--- src/rtl/i2c_target_regs_if.sv ---
// Bus-side and local-side signals of the I2C register target, grouped so the
// target and its surroundings can be connected through a single port.
`timescale 1ns/1ps
interface i2c_target_regs_if;
    logic       scl_i;
    logic       sda_i;
    logic       sda_oe;
    logic       wr_valid;
    logic [3:0] wr_reg;
    logic [7:0] wr_data;
    logic [3:0] host_addr;
    logic [7:0] host_rdata;
    logic       busy;

    modport slave (
        input  scl_i, sda_i, host_addr,
        output sda_oe, wr_valid, wr_reg, wr_data, host_rdata, busy
    );

    modport master (
        output scl_i, sda_i, host_addr,
        input  sda_oe, wr_valid, wr_reg, wr_data, host_rdata, busy
    );
endinterface

--- src/rtl/i2c_target_regs.sv ---
// I2C target with a 16 x 8-bit register file behind an auto-incrementing
// pointer; reports bus writes and offers a local combinational read port.
`timescale 1ns/1ps
module i2c_target_regs #(
    parameter logic [6:0] TARGET_ADDR = 7'h50,
    parameter int         HOLD_CYCLES = 4
) (
    input logic              clk,
    input logic              rst,
    i2c_target_regs_if.slave bus
);
    localparam int HOLD_W = $clog2(HOLD_CYCLES + 1);

    typedef enum logic [3:0] {
        IDLE, ADDR, ADDR_ACK, PTR, PTR_ACK, WDATA, WDATA_ACK, RDATA, RACK, IGNORE
    } state_t;

    state_t state, state_nxt;

    logic scl_p0, scl_p1, scl_p2;
    logic sda_p0, sda_p1, sda_p2;
    logic scl_rise, scl_fall, bus_start, bus_stop;

    logic [3:0]        bit_cnt;
    logic [6:0]        rx_sh;
    logic [7:0]        rx_byte;
    logic [7:0]        tx_sh;
    logic [3:0]        ptr;
    logic [3:0]        ptr_rd;
    logic [7:0]        regs [16];
    logic              rw;
    logic              busy_q, busy_nxt;
    logic [HOLD_W-1:0] hold_cnt;
    logic              hold_hit;
    logic              sda_oe_q;
    logic              wr_valid_q;
    logic [3:0]        wr_reg_q;
    logic [7:0]        wr_data_q;

    logic cnt_clr, addr_hit, ptr_ld, ptr_inc, byte_wr, tx_ld, sda_want;

    // p0/p1: synchronizer, p2: history for edge decode
    always_ff @(posedge clk) begin
        if (rst) begin
            scl_p0 <= 1'b1; scl_p1 <= 1'b1; scl_p2 <= 1'b1;
            sda_p0 <= 1'b1; sda_p1 <= 1'b1; sda_p2 <= 1'b1;
        end else begin
            scl_p0 <= bus.scl_i; scl_p1 <= scl_p0; scl_p2 <= scl_p1;
            sda_p0 <= bus.sda_i; sda_p1 <= sda_p0; sda_p2 <= sda_p1;
        end
    end

    assign scl_rise  = scl_p1 & ~scl_p2;
    assign scl_fall  = ~scl_p1 & scl_p2;
    assign bus_start = scl_p1 & scl_p2 & sda_p2 & ~sda_p1;
    assign bus_stop  = scl_p1 & scl_p2 & ~sda_p2 & sda_p1;
    assign rx_byte   = {rx_sh, sda_p1};
    assign hold_hit  = (hold_cnt == HOLD_W'(1));
    assign ptr_rd    = ptr + {3'b000, ptr_inc};

    always_ff @(posedge clk) begin
        if (rst) state <= IDLE;
        else     state <= state_nxt;
    end

    // bit_cnt reaches 9 on the ACK-slot rise; the following fall ends the slot
    always_comb begin
        state_nxt = state;
        busy_nxt  = busy_q;
        cnt_clr   = 1'b0;
        addr_hit  = 1'b0;
        ptr_ld    = 1'b0;
        ptr_inc   = 1'b0;
        byte_wr   = 1'b0;
        tx_ld     = 1'b0;
        sda_want  = 1'b0;
        case (state)
            ADDR: if (scl_rise && bit_cnt == 4'd7) begin
                if (rx_byte[7:1] == TARGET_ADDR) begin
                    state_nxt = ADDR_ACK;
                    addr_hit  = 1'b1;
                    busy_nxt  = 1'b1;
                end else begin
                    state_nxt = IGNORE;
                    busy_nxt  = 1'b0;
                end
            end
            ADDR_ACK: begin
                sda_want = 1'b1;
                if (scl_fall && bit_cnt == 4'd9) begin
                    cnt_clr = 1'b1;
                    if (rw) begin
                        state_nxt = RDATA;
                        tx_ld     = 1'b1;
                    end else begin
                        state_nxt = PTR;
                    end
                end
            end
            PTR: if (scl_rise && bit_cnt == 4'd7) begin
                ptr_ld    = 1'b1;
                state_nxt = PTR_ACK;
            end
            PTR_ACK, WDATA_ACK: begin
                sda_want = 1'b1;
                if (scl_fall && bit_cnt == 4'd9) begin
                    cnt_clr   = 1'b1;
                    state_nxt = WDATA;
                end
            end
            WDATA: if (scl_rise && bit_cnt == 4'd7) begin
                byte_wr   = 1'b1;
                state_nxt = WDATA_ACK;
            end
            RDATA: begin
                sda_want = ~tx_sh[7];
                if (scl_rise && bit_cnt == 4'd7) state_nxt = RACK;
            end
            RACK: if (scl_rise) begin
                cnt_clr = 1'b1;
                ptr_inc = 1'b1;
                if (!sda_p1) begin
                    tx_ld     = 1'b1;
                    state_nxt = RDATA;
                end else begin
                    state_nxt = IGNORE;
                end
            end
            default: ;
        endcase
        if (bus_stop) begin
            state_nxt = IDLE;
            busy_nxt  = 1'b0;
        end else if (bus_start) begin
            state_nxt = ADDR;
            cnt_clr   = 1'b1;
        end
    end

    always_ff @(posedge clk) begin
        if (scl_rise) rx_sh <= rx_byte[6:0];
        if (tx_ld)
            tx_sh <= regs[ptr_rd];
        else if (scl_rise && state == RDATA)
            tx_sh <= {tx_sh[6:0], 1'b0};
    end

    always_ff @(posedge clk) begin
        if (rst) begin
            bit_cnt    <= 4'd0;
            ptr        <= 4'd0;
            rw         <= 1'b0;
            busy_q     <= 1'b0;
            hold_cnt   <= '0;
            sda_oe_q   <= 1'b0;
            wr_valid_q <= 1'b0;
            wr_reg_q   <= 4'd0;
            wr_data_q  <= 8'h00;
            for (int i = 0; i < 16; i++) regs[i] <= 8'h00;
        end else begin
            busy_q     <= busy_nxt;
            wr_valid_q <= 1'b0;
            if (cnt_clr)       bit_cnt <= 4'd0;
            else if (scl_rise) bit_cnt <= bit_cnt + 4'd1;
            if (addr_hit) rw <= rx_byte[0];
            if (byte_wr) begin
                regs[ptr]  <= rx_byte;
                wr_valid_q <= 1'b1;
                wr_reg_q   <= ptr;
                wr_data_q  <= rx_byte;
            end
            if (ptr_ld)                 ptr <= rx_byte[3:0];
            else if (byte_wr | ptr_inc) ptr <= ptr + 4'd1;
            if (scl_fall)              hold_cnt <= HOLD_W'(HOLD_CYCLES);
            else if (hold_cnt != '0)   hold_cnt <= hold_cnt - HOLD_W'(1);
            // SDA only moves once the hold time after SCL fall has elapsed
            if (bus_start | bus_stop) sda_oe_q <= 1'b0;
            else if (hold_hit)        sda_oe_q <= sda_want;
        end
    end

    assign bus.sda_oe     = sda_oe_q;
    assign bus.wr_valid   = wr_valid_q;
    assign bus.wr_reg     = wr_reg_q;
    assign bus.wr_data    = wr_data_q;
    assign bus.busy       = busy_q;
    assign bus.host_rdata = regs[bus.host_addr];
endmodule
--- src/flat_wrapper.sv ---
// flat-port wrapper written by rule: the top's interface ports become plain ports
module i2c_target_regs_flat 
#(
    parameter logic [6:0] TARGET_ADDR = 7'h50,
    parameter int         HOLD_CYCLES = 4
)
  (clk, rst, bus_scl_i, bus_sda_i, bus_host_addr, bus_sda_oe, bus_wr_valid, bus_wr_reg, bus_wr_data, bus_host_rdata, bus_busy);
  i2c_target_regs_if bus_i ();
  input logic clk;
  input logic rst;
  input wire logic [$bits(bus_i.scl_i)-1:0] bus_scl_i;
  input wire logic [$bits(bus_i.sda_i)-1:0] bus_sda_i;
  input wire logic [$bits(bus_i.host_addr)-1:0] bus_host_addr;
  output wire logic [$bits(bus_i.sda_oe)-1:0] bus_sda_oe;
  output wire logic [$bits(bus_i.wr_valid)-1:0] bus_wr_valid;
  output wire logic [$bits(bus_i.wr_reg)-1:0] bus_wr_reg;
  output wire logic [$bits(bus_i.wr_data)-1:0] bus_wr_data;
  output wire logic [$bits(bus_i.host_rdata)-1:0] bus_host_rdata;
  output wire logic [$bits(bus_i.busy)-1:0] bus_busy;
  assign bus_i.scl_i = bus_scl_i;
  assign bus_i.sda_i = bus_sda_i;
  assign bus_i.host_addr = bus_host_addr;
  assign bus_sda_oe = bus_i.sda_oe;
  assign bus_wr_valid = bus_i.wr_valid;
  assign bus_wr_reg = bus_i.wr_reg;
  assign bus_wr_data = bus_i.wr_data;
  assign bus_host_rdata = bus_i.host_rdata;
  assign bus_busy = bus_i.busy;
  i2c_target_regs #(.TARGET_ADDR(TARGET_ADDR), .HOLD_CYCLES(HOLD_CYCLES)) u_core (.clk(clk), .rst(rst), .bus(bus_i));
endmodule
--- config.mk ---
export PLATFORM = sky130hd
export DESIGN_NAME = i2c_target_regs_flat
export DESIGN_NICKNAME = d
export VERILOG_FILES = /design/src/rtl/i2c_target_regs_if.sv /design/src/rtl/i2c_target_regs.sv /design/src/flat_wrapper.sv
export SDC_FILE = /design/constraint.sdc
export NUM_CORES = 1
export LEC_CHECK = 0
export BUFFER_PORTS_ARGS = -buffer_cell sky130_fd_sc_hd__buf_2
export CAP_MARGIN = 0
export CORE_ASPECT_RATIO = 0.6
export CORE_MARGIN = 10
export CORE_UTILIZATION = 30
export CTS_CLUSTER_SIZE = 14
export DETAILED_ROUTE_END_ITERATION = 8
export GPL_ROUTABILITY_DRIVEN = 0
export GPL_TIMING_DRIVEN = 0
export PLACE_DENSITY = 0.46
export SLEW_MARGIN = 20
export SYNTH_ARGS = -nofsm -noshare
export SYNTH_HDL_FRONTEND = slang
export SYNTH_SLANG_ARGS = --single-unit
--- constraint.sdc ---
create_clock -name clk -period 4.1 [get_ports clk]
set_clock_uncertainty 0.2 [all_clocks]
set_input_delay 1.23 -clock clk [delete_from_list [all_inputs] [get_ports clk]]
set_output_delay 1.23 -clock clk [all_outputs]
set_load 0.03 [all_outputs]
==> results of run 1 <==
-- worst max-delay path: stages --
cell       delay [ns]
clkbuf_16        0.15
buf_12           0.14
mux4_2           0.54
mux4_2           0.55
buf_6            0.17
-- what timing repair did --
item                                    4_1_cts  5_1_grt
setup buffers                                 1        0
resized for setup                            33        4
endpoints found under the hold margin         0        0
endpoints found under the setup margin        8       16
gates cloned                                  2        0
-- synthesized netlist by cell type (12+ instances only) --
master / instances
nor2_1: 50
clkbuf_1: 40
edfxtp_1: 143
nand2_1: 33
mux4_2: 40
dfxtp_1: 37
o21ai_0: 37
or2_2: 23
a31oi_1: 12
mux2i_1: 26
and2_1: 130
nand3_1: 64
-- metal layers --
metal  up-vias  part of all wire (%)  track usage (%)
met3        40                    11             6.98
met5         -                     0                0
li1       3130                     -                -
met4         0                   1.9             5.31
met1      3548                    51             25.7
met2       334                    36             21.0
-- cells by family after synthesis --
logic type / after synthesis / share of synthesized area, %
adder cells (fa/ha/maj): 10 / 1.31
AO/OA/AOI/OAI: 113 / 8.20
multiplexers: 71 / 12.7
buffers and inverters: 73 / 3.32
flip-flops: 180 / 52.6
XOR/XNOR: 9 / 0.823
AND/OR/NAND/NOR: 358 / 21.0
-- power by group --
group          total (W)  switching [W]  internal (W)
clock            0.00168       0.000795      0.000884
sequential       0.00208      0.0000566       0.00202
combinational   0.000341       0.000190      0.000151
-- worst paths after layout --
path                                                   to  slack, ns  cells past startpoint
worst max-delay path                    bus_host_rdata[6]      -0.12                      5
worst min-delay path             u_core.sda_p1$_SDFF_PP1_       0.21                      1
worst max register to register  u_core.tx_sh[5]$_DFFE_PP_       0.20                     11
worst min register to register   u_core.sda_p1$_SDFF_PP1_       0.21                      1
-- cell usage in the layout (no fill, tap or decap), types with 3 or more instances in the layout --
master,instances
clkinvlp_4,3
mux2i_1,26
or2_2,23
mux4_2,40
and2_1,130
buf_1,6
a21oi_1,11
nand4_1,9
nand2b_1,8
clkbuf_16,18
nand3_1,64
o211ai_1,5
nor3_1,5
ha_1,10
dfxtp_1,37
nand2_1,33
a221o_1,4
nor2_1,50
a31o_2,3
and3_1,7
o21ai_0,36
a32o_1,5
clkbuf_1,35
inv_1,11
a31oi_1,12
nor2b_1,5
buf_12,3
inv_6,3
xor2_1,4
edfxtp_1,143
a211oi_1,10
o2111ai_1,4
buf_2,27
buf_6,11
xnor2_1,5
mux2_2,5
clkbuf_4,3
buf_4,3
-- metrics by stage --
stage,cells,TNS (ns),setup slack [ns],total power (W),cell area (µm²)
finish,1291,-0.797,-0.119,0.00410,11000
global route,1291,-0.951,-0.147,0.00423,11000
CTS,1292,-0.823,-0.125,0.00412,11000
detailed placement,1257,-3.60,-0.477,0.00243,10200
global placement,1257,-3.63,-0.493,0.00243,10200
floorplan,814,0,0.00874,0.00231,9590
-- cell type report --
cell class | instances | area [µm²] | share of cell area, %
sequential | 180 | 5030 | 45.8
multi-input combinational | 561 | 4220 | 38.4
tap | 416 | 520 | 4.73
clock buffer | 21 | 460 | 4.19
buffer | 61 | 353 | 3.21
timing repair buffer | 30 | 248 | 2.25
clock inverter | 11 | 120 | 1.09
inverter | 11 | 41.3 | 0.375
==> reports/summary.txt, run 1 <==
Status - complete, but fails checks
Failing checks - setup timing
Yosys top cell by area - edfxtp_1
CP Launch Type - primary input
Clk buf depth - 2
Setup CP Type - primary input to primary output
Setup violations, final - 8
I/O Pins - 31
Core area - 31300 µm²
Drt drc - 0
Leakage - 3.92 nW
Slew margin rel. - 42.1%
Biggest register - u_core.regs
FMAX - 0.237 GHz
Post-synth EDFFs - 143
DR WL/cell - 26.2 µm
Hold Path Class - register to register
Sequential-to-total area share from yosys stat - 52.6%
Post-synthesis average cell area - 11.8 µm²
Layout area overhead - 14.9%
Routed Antenna Nets - 0
DIE HEIGHT - 158 µm
Max-slew violation count - 0
Largest net degree at the start of global routing - 18
Synth Net Count - 832
Async set-reset flop share out of synthesis - 0%
Max IR drop VDD - 0.264 mV
Mapped Cells - 814
Layout cells sized above 1 - 18.7%
PnR worst setup slack - -0.119 ns
H-Tree Depth - 4
Yosys reg bits - 180
Area of the mapped netlist - 9570 µm²
Final Hold Viols - 0
Initial antenna violation count - 1
Pwr Density - 373 nW/µm²
Synth area leaders - edfxtp_1, mux4_2, and2_1
Initial DRC count - 988
Ys Warns - 0
Endpoint class of the critical path - primary output
Unrepaired setup endpoints after global routing - true
Hold Startpoint - u_core.sda_p0$_SDFF_PP1_
Slew @ Worst Pin - 0.866 ns
Number of buffers inserted during clock tree synthesis - 17
Die X-Extent - 251 µm
Fin util - 35.1%
GRT Overall Usage - 17.1%
First-pass GRT wire length - 48500 µm
WL final - 33900 µm
Port bufs - 27
Antenna cell count - 0
Detailed-router iteration count before antenna repair - 6
CP required - 2.67 ns
Hpwl dp - 25600 µm
# hold bufs at CTS - 0
Netlist cell types - 69
Initial Util - 30.5%
Crit-path max FO - 6
Max reg flops - 128
Clock slew seen by the registers of the worst setup and hold paths - 0.08 ns
Worst-skew pair later-pin latency - 0.47 ns
Final #Nets - 880
Launching point of the worst reg2reg path - u_core.scl_p1$_SDFF_PP1_
Clk sinks - 180
WHS - 0.211 ns
Die area - 39700 µm²
Vias - 7052
Post-synth top area share - 44.9%
Filler instances - 3089
Worst Setup SP - bus_host_addr[0]
Total grt overflow - 0
CTS tree - done
Vias/cell - 5.46
Vias in the first global route - 6665
Top FF cell, synth - edfxtp_1
Row count - 50
Root Buffer - clkbuf_16
Period utilization - 103%
Critical path arrival - 2.79 ns
Minimum clock period - 4.22 ns
Total of max-cap violations - 0
Note: power is estimated with default switching activity, not from simulation.
==> run 2: changes to the inputs <==
--- a/config.mk
+++ b/config.mk
@@ -12,9 +12,9 @@
 export CORE_UTILIZATION = 30
 export CTS_CLUSTER_SIZE = 14
 export DETAILED_ROUTE_END_ITERATION = 8
-export GPL_ROUTABILITY_DRIVEN = 0
 export GPL_TIMING_DRIVEN = 0
 export PLACE_DENSITY = 0.46
+export SKIP_LAST_GASP = 1
 export SLEW_MARGIN = 20
 export SYNTH_ARGS = -nofsm -noshare
 export SYNTH_HDL_FRONTEND = slang
==> run 2 against run 1 <==
Non-clock buffer count grew 2. Sequential power is essentially flat. Setup slack lost 0.046 ns. Critical path type unchanged. The flow still finishes with violations (setup timing). Largest cell class unchanged. Critical path depth is the same.
==> reports/summary.txt, run 2 (synthesized netlist as in run 1, its figures left out) <==
H-Tree Depth - 4 (unchanged)
Die area - 39700 µm² (unchanged)
Routed Antenna Nets - 0 (unchanged)
DIE HEIGHT - 158 µm (unchanged)
DR WL/cell - 25.6 µm (was 26.2 µm)
Cell repeated most along the worst path - mux4_2 (unchanged)
Minimum clock period - 4.26 ns (was 4.22 ns)
Most frequent cells in the layout - edfxtp_1, and2_1, nand3_1 (unchanged)
Clock slew seen by the registers of the worst setup and hold paths - 0.07 ns (was 0.08 ns)
Clk sinks - 180 (unchanged)
Final #Nets - 882 (was 880)
Total grt overflow - 0 (unchanged)
Layout cells sized above 1 - 18.6% (was 18.7%)
CTS tree - done (unchanged)
Hpwl dp - 24900 µm (was 25600 µm)
Root Buffer - clkbuf_16 (unchanged)
Max IR drop VDD - 0.275 mV (was 0.264 mV)
Unrepaired setup endpoints after global routing - true (unchanged)
Drt drc - 0 (unchanged)
Largest net degree at the start of global routing - 17 (was 18)
I/O Pins - 31 (unchanged)
Slowest CP cell - mux4_2 (unchanged)
Period utilization - 104% (was 103%)
WHS - 0.210 ns (was 0.211 ns)
Final Hold Viols - 0 (unchanged)
Port bufs - 27 (unchanged)
Core area - 31300 µm² (unchanged)
Number of buffers inserted during clock tree synthesis - 17 (unchanged)
Slew @ Worst Pin - 1.04 ns (was 0.866 ns)
Biggest register - u_core.regs (unchanged)
Setup violations, final - 8 (unchanged)
Crit path cell chain - clkbuf_16, buf_12, mux4_2, mux4_2, buf_6 (unchanged)
Initial antenna violation count - 0 (was 1)
Crit-path max FO - 8 (was 6)
Pre-CTS setup slack - -0.610 ns (was -0.477 ns)
Row count - 50 (unchanged)
Vias/cell - 5.35 (was 5.46)
Critical path arrival - 2.83 ns (was 2.79 ns)
Worst-skew pair later-pin latency - 0.45 ns (was 0.47 ns)
Vias in the first global route - 6647 (was 6665)
FMAX - 0.235 GHz (was 0.237 GHz)
GPL Wtd Cong - 0.980
Setup CP Type - primary input to primary output (unchanged)
Vias - 6931 (was 7052)
WL final - 33100 µm (was 33900 µm)
PnR worst setup slack - -0.164 ns (was -0.119 ns)
Layout area overhead - 15.0% (was 14.9%)
First-pass GRT wire length - 48400 µm (was 48500 µm)
Initial Util - 30.5% (unchanged)
Detailed-router iteration count before antenna repair - 5 (was 6)
Initial DRC count - 865 (was 988)
Endpoint class of the critical path - primary output (unchanged)
Total of max-cap violations - 0 (unchanged)
Leakage - 3.92 nW (about the same)
Die X-Extent - 251 µm (unchanged)
CP Launch Type - primary input (unchanged)
GRT Overall Usage - 16.9% (was 17.1%)
Failing checks - setup timing (unchanged)
Commonest non-fill, non-tap cell in the layout - edfxtp_1 (unchanged)
CP required - 2.67 ns (about the same)
Slew margin rel. - 30.6% (was 42.1%)
Pwr Density - 363 nW/µm² (was 373 nW/µm²)
CP max stage delay - 0.56 ns (was 0.55 ns)
Clk buf depth - 2 (unchanged)
Max reg flops - 128 (unchanged)
Max-slew violation count - 0 (unchanged)
Hold Path Class - register to register (unchanged)
Status - complete, but fails checks (unchanged)
-- run 2: final timing paths --
path                                 from                        end  slack [ns]  cells past startpoint
max reg2reg  u_core.state[3]$_SDFFE_PP0P_  u_core.tx_sh[3]$_DFFE_PP_        0.24                     12
min reg2reg      u_core.scl_p0$_SDFF_PP1_   u_core.scl_p1$_SDFF_PP1_        0.21                      1
max                      bus_host_addr[0]          bus_host_rdata[5]       -0.16                      5
min              u_core.scl_p0$_SDFF_PP1_   u_core.scl_p1$_SDFF_PP1_        0.21                      1
-- run 2: metrics by stage --
stage | power [W] | instance area (µm²) | utilization (%) | setup TNS [ns] | instances
final | 0.00400 | 11000 | 35.1 | -0.959 | 1295
after global routing | 0.00414 | 11000 | 35.1 | -1.15 | 1293
after CTS | 0.00403 | 11000 | 35.0 | -1.03 | 1292
after detailed placement | 0.00243 | 10200 | 32.7 | -4.63 | 1257
after global placement | 0.00243 | 10200 | 32.7 | -4.57 | 1257
after floorplan | 0.00231 | 9590 | - | 0 | 814
-- run 2: per-layer routing --
layer | wire [µm] | share of wire (%) | global-route usage, %
met4 | 529 | 1.6 | 4.69
met1 | 16100 | 49 | 24.9
met5 | 0 | 0 | 0
met3 | 3780 | 11 | 6.79
met2 | 12700 | 38 | 21.7
-- run 2: cell type report --
class                      count  area, µm²
fill                        3096      20300
clock buffer                  23        468
clock inverter                 9       71.3
timing repair buffer          31        275
antenna                        2       5.00
sequential                   180       5030
buffer                        62        364
multi-input combinational    561       4230
tap                          416        520
inverter                      11       41.3
-- run 2: worst max-delay path, delay by kind of cell --
family,cells,cell delay (ns)
buf+inv,3,0.48
mux,2,1.11
-- run 2: timing repair --
| action | 4_1_cts | 5_1_grt |
|---|---|---|
| buffers inserted | 0 | 1 |
| hold endpoints to repair | 0 | 0 |
| setup endpoints to repair | 8 | 16 |
| cloned | 3 | 0 |
| hold buffers | 0 | 0 |
| gates resized for setup | 35 | 6 |
-- run 2: power by group --
part           internal [W]  switching (W)  total [W]
Clock              0.000817       0.000760    0.00158
Sequential          0.00202      0.0000482    0.00207
Combinational      0.000155       0.000194   0.000348
==> run 3: changes to the inputs <==
--- a/config.mk
+++ b/config.mk
@@ -14,6 +14,7 @@
 export DETAILED_ROUTE_END_ITERATION = 8
 export GPL_TIMING_DRIVEN = 0
 export PLACE_DENSITY = 0.46
+export RECOVER_POWER = 100
 export SKIP_LAST_GASP = 1
 export SLEW_MARGIN = 20
 export SYNTH_ARGS = -nofsm -noshare
==> run 3 against run 2 <==
The flow still finishes with violations (setup timing). Final area shrank 0.22%. Sequential share of layout area rose by 0.099 points. Global-route usage did not move. Wire length down 0.46%. Setup slack gained 0.0035 ns. Clock-buffer cell count unchanged. Largest cell class unchanged. Register-to-register slack worse by 0.13 ns. Critical path type unchanged. First-iteration DRC count down 5.7%.
==> reports/summary.txt, run 3 (synthesized netlist as in run 1, its figures left out) <==
Setup CP Type - primary input to primary output (unchanged)
Status - complete, but fails checks (unchanged)
Failing checks - setup timing (unchanged)
Max IR drop VDD - 0.274 mV (was 0.275 mV)
Number of buffers inserted during clock tree synthesis - 17 (unchanged)
Minimum clock period - 4.26 ns (about the same)
Critical path arrival - 2.83 ns (about the same)
Cell area after layout - 11000 µm² (about the same)
Initial antenna violation count - 0 (unchanged)
Vias/cell - 5.33 (was 5.35)
Vias in the first global route - 6647 (unchanged)
Largest net degree at the start of global routing - 17 (unchanged)
Post-place instance area - 10200 µm² (unchanged)
Final #Nets - 882 (unchanged)
CTS tree - done (unchanged)
Period utilization - 104% (about the same)
Detailed-router iteration count before antenna repair - 5 (unchanged)
Total of max-cap violations - 0 (unchanged)
Hold Path Class - register to register (unchanged)
CP required - 2.67 ns (about the same)
GPL Wtd Cong - 0.980 (unchanged)
Clk buf depth - 2 (unchanged)
Core area - 31300 µm² (unchanged)
Hpwl dp - 24900 µm (unchanged)
H-Tree Depth - 4 (unchanged)
Root Buffer - clkbuf_16 (unchanged)
Die area - 39700 µm² (unchanged)
Port bufs - 27 (unchanged)
Clock slew seen by the registers of the worst setup and hold paths - 0.07 ns (about the same)
First-pass GRT wire length - 48400 µm (unchanged)
Met2 Use GR - 21.7% (unchanged)
Row count - 50 (unchanged)
Biggest register - u_core.regs (unchanged)
Most frequent cells in the layout - edfxtp_1, and2_0, nand3_1 (was edfxtp_1, and2_1, nand3_1)
Leakage - 3.74 nW (was 3.92 nW)
Final Hold Viols - 0 (unchanged)
Endpoint class of the critical path - primary output (unchanged)
DIE HEIGHT - 158 µm (unchanged)
PnR worst setup slack - -0.161 ns (was -0.164 ns)
Unrepaired setup endpoints after global routing - true (unchanged)
Total grt overflow - 0 (unchanged)
I/O Pins - 31 (unchanged)
Routed Antenna Nets - 0 (unchanged)
Slew margin rel. - 20.9% (was 30.6%)
CP Launch Type - primary input (unchanged)
Overall Power - 0.00399 W (was 0.00400 W)
Worst-skew pair later-pin latency - 0.45 ns (about the same)
Drt drc - 0 (unchanged)
Fin util - 35.1% (about the same)
Layout area overhead - 14.8% (was 15.0%)
Gr busiest metal - met1 (unchanged)
Slew @ Worst Pin - 1.17 ns (was 1.04 ns)
WHS - 0.210 ns (about the same)
WL final - 33000 µm (was 33100 µm)
Setup TNS - -0.966 ns (was -0.959 ns)
Initial DRC count - 816 (was 865)
GRT Overall Usage - 16.9% (unchanged)
Met1 GRT Util - 24.9% (unchanged)
Commonest non-fill, non-tap cell in the layout - edfxtp_1 (unchanged)
Met3 usage - 6.79% (unchanged)
Layout cells sized above 1 - 14.7% (was 18.6%)
Max-slew violation count - 0 (unchanged)
Pwr Density - 363 nW/µm² (about the same)
Vias - 6896 (was 6931)
Setup violations, final - 8 (unchanged)
DR WL/cell - 25.5 µm (was 25.6 µm)
Crit-path max FO - 8 (unchanged)
Clk sinks - 180 (unchanged)
FMAX - 0.235 GHz (about the same)
Max reg flops - 128 (unchanged)
Initial Util - 30.5% (unchanged)
Die X-Extent - 251 µm (unchanged)
# hold bufs at CTS - 0 (unchanged)
-- run 3: changes by cell type in the layout (fill, tap and decap cells not counted), moves of 13 or more --
cell      before  now
buf_2         27    8
and2_1       130   49
or2_0          0   13
or2_2         23    9
and2_0         0   81
clkbuf_1      38   57
-- run 3: worst max-delay path, stage by stage --
cell	delay (ns)
clkbuf_16	0.17
buf_12	0.14
mux4_2	0.55
mux4_2	0.56
buf_6	0.17
-- run 3: layout make-up --
class / count / area [µm²]
Clock buffer: 23 / 468
Inverter: 11 / 41.3
Sequential cell: 180 / 5030
Fill cell: 3097 / 20400
Multi-Input combinational cell: 561 / 4230
Tap cell: 416 / 520
Timing Repair Buffer: 31 / 255
Antenna cell: 2 / 5.00
Buffer: 62 / 360
Clock inverter: 9 / 71.3
-- run 3: metrics by stage --
step | instances | setup WS (ns)
final | 1295 | -0.161
after floorplan | 814 | 0.00874
after global routing | 1293 | -0.174
after detailed placement | 1257 | -0.610
after global placement | 1257 | -0.605
after CTS | 1292 | -0.171
-- run 3: repair_timing --
item                       4_1_cts  5_1_grt
buffers inserted                 0        1
gates resized for setup         35        6
setup endpoints to repair        8       16
cloned                           3        0
-- run 3: final timing paths --
check                                               from                   endpoint  slack (ns)  cells after the start
worst max-delay path                    bus_host_addr[0]          bus_host_rdata[5]       -0.16                      5
worst min-delay path            u_core.scl_p0$_SDFF_PP1_   u_core.scl_p1$_SDFF_PP1_        0.21                      1
worst max register to register  u_core.scl_p1$_SDFF_PP1_  u_core.tx_sh[2]$_DFFE_PP_        0.11                     11
worst min register to register  u_core.scl_p0$_SDFF_PP1_   u_core.scl_p1$_SDFF_PP1_        0.21                      1
-- run 3: power by group --
part / leakage (nW) / switching (W) / internal, W
combinational: 1.73 / 0.000194 / 0.000152
sequential: 1.76 / 0.0000484 / 0.00202
clock: 0.256 / 0.000757 / 0.000817
total: 3.74 / 0.000999 / 0.00299
-- run 3: metal layers --
layer | routed length [µm] | share of wire [%]
met2 | 12700 | 39
met5 | 0 | 0
met3 | 3690 | 11
met1 | 16100 | 49
met4 | 478 | 1.4
